[config.mk]
export PLATFORM = sky130hd
export DESIGN_NAME = famicom_bus_master
export DESIGN_NICKNAME = d
export VERILOG_FILES = /design/src/rtl/famicom_bus_master.sv
export SDC_FILE = /design/constraint.sdc
export NUM_CORES = 1
export LEC_CHECK = 0
export CAP_MARGIN = 20
export CELL_PAD_IN_SITES_DETAIL_PLACEMENT = 1
export CELL_PAD_IN_SITES_GLOBAL_PLACEMENT = 1
export CORE_MARGIN = 2
export CORE_UTILIZATION = 42
export CTS_BUF_LIST = sky130_fd_sc_hd__clkbuf_2
export DETAILED_ROUTE_END_ITERATION = 6
export HOLD_SLACK_MARGIN = 0.08
export PLACE_DENSITY = 0.93
export SYNTH_ARGS = -nofsm -noshare
export SYNTH_HDL_FRONTEND = slang
export SYNTH_SLANG_ARGS = --single-unit
[constraint.sdc]
create_clock -name clk -period 2.5 [get_ports clk]
set_input_delay 0.25 -clock clk [delete_from_list [all_inputs] [get_ports clk]]
set_output_delay 0.25 -clock clk [all_outputs]
set_load 0.02 [all_outputs]
[src/rtl/famicom_bus_master.sv]
// famicom_bus_master: 2A03-style CPU bus sequencer with a one-entry request buffer,
// registered M2/ROMSEL/data-enable generation and a two-flop IRQ synchronizer.
module famicom_bus_master #(
    parameter int CYCLE_LEN = 12,
    parameter int M2_RISE   = 5
) (
    input  logic        clk,
    input  logic        rst_n,
    input  logic        req_valid,
    output logic        req_ready,
    input  logic        req_rw,
    input  logic [15:0] req_addr,
    input  logic [7:0]  req_wdata,
    output logic        rsp_valid,
    output logic        rsp_rw,
    output logic [7:0]  rsp_rdata,
    output logic        m2,
    output logic        romsel,
    output logic        cpu_rw_out,
    output logic [14:0] cpu_addr_out,
    output logic [7:0]  cpu_data_out,
    output logic        cpu_data_oe,
    input  logic [7:0]  cpu_data_in,
    input  logic        irq,
    output logic        irq_pending
);
    localparam logic [3:0] LAST = 4'(CYCLE_LEN - 1);
    localparam logic [3:0] RISE = 4'(M2_RISE);

    logic [3:0]  phase, nxt_phase;
    logic        wrap, nxt_m2, hs, n_rw;
    logic        act_bus, act_a15, irq_s1, irq_s2;
    logic        buf_valid, buf_rw;
    logic [15:0] buf_addr, n_addr;
    logic [7:0]  buf_wdata, n_wdata;

    // Bus-visible cycle state only changes at the wrap into phase 0.
    always_comb begin
        wrap      = phase == LAST;
        nxt_phase = wrap ? 4'd0 : phase + 4'd1;
        nxt_m2    = nxt_phase >= RISE;
        hs        = req_valid & req_ready;
        n_rw      = wrap ? (~buf_valid | buf_rw) : cpu_rw_out;
        n_addr    = wrap ? (buf_valid ? buf_addr : 16'h0000) : {act_a15, cpu_addr_out};
        n_wdata   = wrap ? ((buf_valid & ~buf_rw) ? buf_wdata : 8'h00) : cpu_data_out;
    end

    always_ff @(posedge clk or negedge rst_n) begin
        if (!rst_n) begin
            phase        <= 4'd0;
            m2           <= 1'b0;
            romsel       <= 1'b1;
            cpu_rw_out   <= 1'b1;
            cpu_addr_out <= 15'h0000;
            cpu_data_out <= 8'h00;
            cpu_data_oe  <= 1'b0;
            act_bus      <= 1'b0;
            act_a15      <= 1'b0;
            buf_valid    <= 1'b0;
            buf_rw       <= 1'b1;
            buf_addr     <= 16'h0000;
            buf_wdata    <= 8'h00;
            req_ready    <= 1'b0;
            rsp_valid    <= 1'b0;
            rsp_rw       <= 1'b1;
            rsp_rdata    <= 8'h00;
            irq_s1       <= 1'b1;
            irq_s2       <= 1'b1;
            irq_pending  <= 1'b0;
        end else begin
            phase        <= nxt_phase;
            m2           <= nxt_m2;
            cpu_rw_out   <= n_rw;
            act_a15      <= n_addr[15];
            cpu_addr_out <= n_addr[14:0];
            cpu_data_out <= n_wdata;
            cpu_data_oe  <= ~n_rw & nxt_m2;
            romsel       <= ~(n_addr[15] & nxt_m2);
            if (wrap) act_bus <= buf_valid;
            rsp_valid    <= wrap & act_bus;
            if (wrap & act_bus) begin
                rsp_rw    <= cpu_rw_out;
                rsp_rdata <= cpu_rw_out ? cpu_data_in : 8'h00;
            end
            // A request is only accepted into an already-empty buffer, so it never bypasses.
            if (hs) begin
                buf_valid <= 1'b1;
                buf_rw    <= req_rw;
                buf_addr  <= req_addr;
                buf_wdata <= req_wdata;
            end else if (wrap) begin
                buf_valid <= 1'b0;
            end
            req_ready    <= ~(hs | (buf_valid & ~wrap));
            irq_s1       <= irq;
            irq_s2       <= irq_s1;
            if (wrap) irq_pending <= ~irq_s2;
        end
    end
endmodule

==> out/qor.yml <==
p_comb_share_pct: 31.0
drv_cap: 0
cp_max_fo: 10
cts_hold_buf: 1
ios: 76
wl_um: 6250
io_buffers: 75
slew_viol_final: 0
synth_top_cell_by_area: "dfrtp_1"
synth_area_per_cell_um2: 11.7
seq_area_frac_synth_pct: 64.9
leakage_nw: 1.73
status: "complete, no violations"
startpoint_type: "flop"
initial_core_util_pct: 44.0
cp_top_family: "flip-flops"
hold_path.startpoint: "irq"
cts_tree: "yes"
die_w_um: 86.0
ctsRootBufferMaster: "clkbuf_2"
grt.total_usage_pct: 18.5
layout_commonest_cell: "clkdlybuf4s50_1"
n_fill_cell: 651
netlist_area_um2: 2830
crit_chain: "clkdlybuf4s50_1"
p_clk_share_pct: 20.8
cts_resized: 0
hpwl_um: 4410
netlist.area_leader.share_pct: 59.3
grt_pass1_vias: 2285
clock_skew_ns: 0.0349
dieArea_um2: 7400
syn_to_final_growth_pct: 33.0
tns_ns: 0
min_period_ns: 2.02
synth_nets: 281
power.internal_mw: 2.41
setup_viol: 0
diodes: 0
hold_class: "in2reg"
crit_path_start: "cpu_rw_out$_DFF_PN1_"
worstReg2RegStart: "phase[0]$_DFF_PN0_"
cp_num_buf_inv: 1
cts_made_buffers: 9
vias: 2016
seqPwrFrac_pct: 48.2
detail_route.wl_per_cell_um: 15.6
clk_pin_slew_ns: 0.17
htreeDepth: 3
critical_path_required_ns: 2.25
ant_nets: 0
drive_above_1_share_pct: 16.7
clk_path_buf_depth: 2
critical-path-max-stage-delay_ns: 0.67
period_share_pct: 80.9
grt_remaining_overflow: 0
syn_inst: 242
slowest_stage: "dfstp_2"
ys_ff_latch: 73
worst_hold_slack_ns: 0.201
place_ws_ns: 0.766
gp_congestion: 0.730
final_cell_mix: "clkdlybuf4s50_1 (74), nand2_1 (69), dfrtp_1 (67)"
grt_max_degree: 74
via_per_inst: 5.04
antenna_found_initial: 0
synth_area_leaders: "dfrtp_1 (59%), mux2_2 (10%), nand2_1 (9.2%)"
synth.distinct_cells: 25
switching_share_pct: 32.0
ir_drop_mv: 0.534
arrival_ns: 1.77
fmax_mhz: 494
yosys_warnings: 0
switchingPower_mw: 1.13
worst_pin_slew_ns: 0.889
die_y_um: 86.0
fp-row-count: 29
core_area_um2: 6420
drt_iter0_markers: 68
path_class: "reg2out"
finalHoldViolations: 0
multi_input_area_um2: 901
rsz0062_at_grt: "no"
drc: 0
postCtsSetupRepairBufs: 0
relSlewSlack_pct: 40.7
nets: 357
seq_area_um2: 1830
clkSinkCount: 73
drtPass1Iterations: 4
clk_latency_ns: 0.49
grt_pass1_wl_um: 10400
crit_path_end_kind: "primary output"
setup_ws_ns: 0.477
fin_total_pwr_mw: 3.54
pwr_density_cell_nw_per_um2: 943
==> state kept, by name, summed over array words and instances (netlist names), 4 cells and up <==
name and cells:
cpu_data_out 8, buf_wdata 8, phase 4, cpu_addr_out 15
buf_addr 16, rsp_rdata 8
==> through the flow <==
step	cell area, um^2	utilization [%]	cells
6_report	3760	58.5	400
2_1_floorplan	2830	-	242
3_3_place_gp	3620	56.3	383
3_5_place_dp	3620	56.3	383
5_1_grt	3760	58.5	400
4_1_cts	3760	58.5	400
==> power by group through the flow <==
stage          logic, mW  registers, mW  clock network (mW)
6_report            1.10           1.71               0.737
5_1_grt             1.19           1.76               0.819
4_1_cts             1.12           1.71               0.755
3_5_place_dp        1.11           1.73                   0
3_3_place_gp        1.06           1.72                   0
2_1_floorplan      0.319           1.92                   0
==> kinds of logic after synthesis <==
group                    synth area share (%)
AO/OA/AOI/OAI                            7.62
flip-flops                               64.9
multiplexers                             11.1
buffers and inverters                    3.19
AND/OR/NAND/NOR                          12.3
adder cells (fa/ha/maj)                 0.886
==> worst reg2reg max path, cell delays in order, from the launching register on <==
cell,delay [ns]
dfrtp_1,0.45
ha_1,0.30
nand3b_4,0.29
buf_4,0.32
nand2_1,0.11
and2_1,0.16
==> synth_stat cells <==
library cell / count
dfstp_2: 6
nand3_1: 2
mux2i_1: 2
o31a_1: 1
a2bb2oi_1: 1
nor2b_1: 1
buf_2: 8
mux2_2: 26
ha_1: 2
clkbuf_1: 1
o21bai_1: 1
nand2_1: 69
nand2b_1: 2
dfrtp_1: 67
inv_1: 6
buf_1: 2
o21ai_0: 35
a21bo_1: 1
and2_1: 3
clkbuf_2: 1
a21oi_1: 1
nand2_2: 1
nand3b_4: 1
buf_6: 1
nand4b_2: 1
==> layer usage <==
| layer | up-vias | global-route usage [%] | routed length, um |
|---|---|---|---|
| met5 | - | 0 | 0 |
| met4 | 0 | 8.80 | 163 |
| met3 | 15 | 4.14 | 317 |
| met2 | 65 | 32.7 | 3250 |
| met1 | 991 | 21.0 | 2520 |
| li1 | 945 | - | - |
==> cell type report <==
| type | instances | share of cell area (%) |
|---|---|---|
| multi-input combinational | 150 | 24.0 |
| sequential | 73 | 48.8 |
| tap | 77 | 2.56 |
| inverter | 6 | 0.599 |
| clock buffer | 13 | 1.73 |
| clock inverter | 3 | 1.73 |
| timing repair buffer | 78 | 20.6 |
==> worst paths after layout <==
check | cells after the start | slack (ns) | to
max in group asynchronous | 2 | 1.51 | rsp_valid$_DFF_PN0_
min in group asynchronous | 2 | 0.39 | cpu_data_out[1]$_DFFE_PN0N_
hold reg to reg | 0 | 0.38 | irq_s2$_DFF_PN1_
setup / recovery | 1 | 0.48 | cpu_rw_out
hold / removal | 1 | 0.20 | irq_s1$_DFF_PN1_
setup reg to reg | 5 | 0.76 | req_ready$_DFF_PN0_
(Power assumes the default switching activity.)
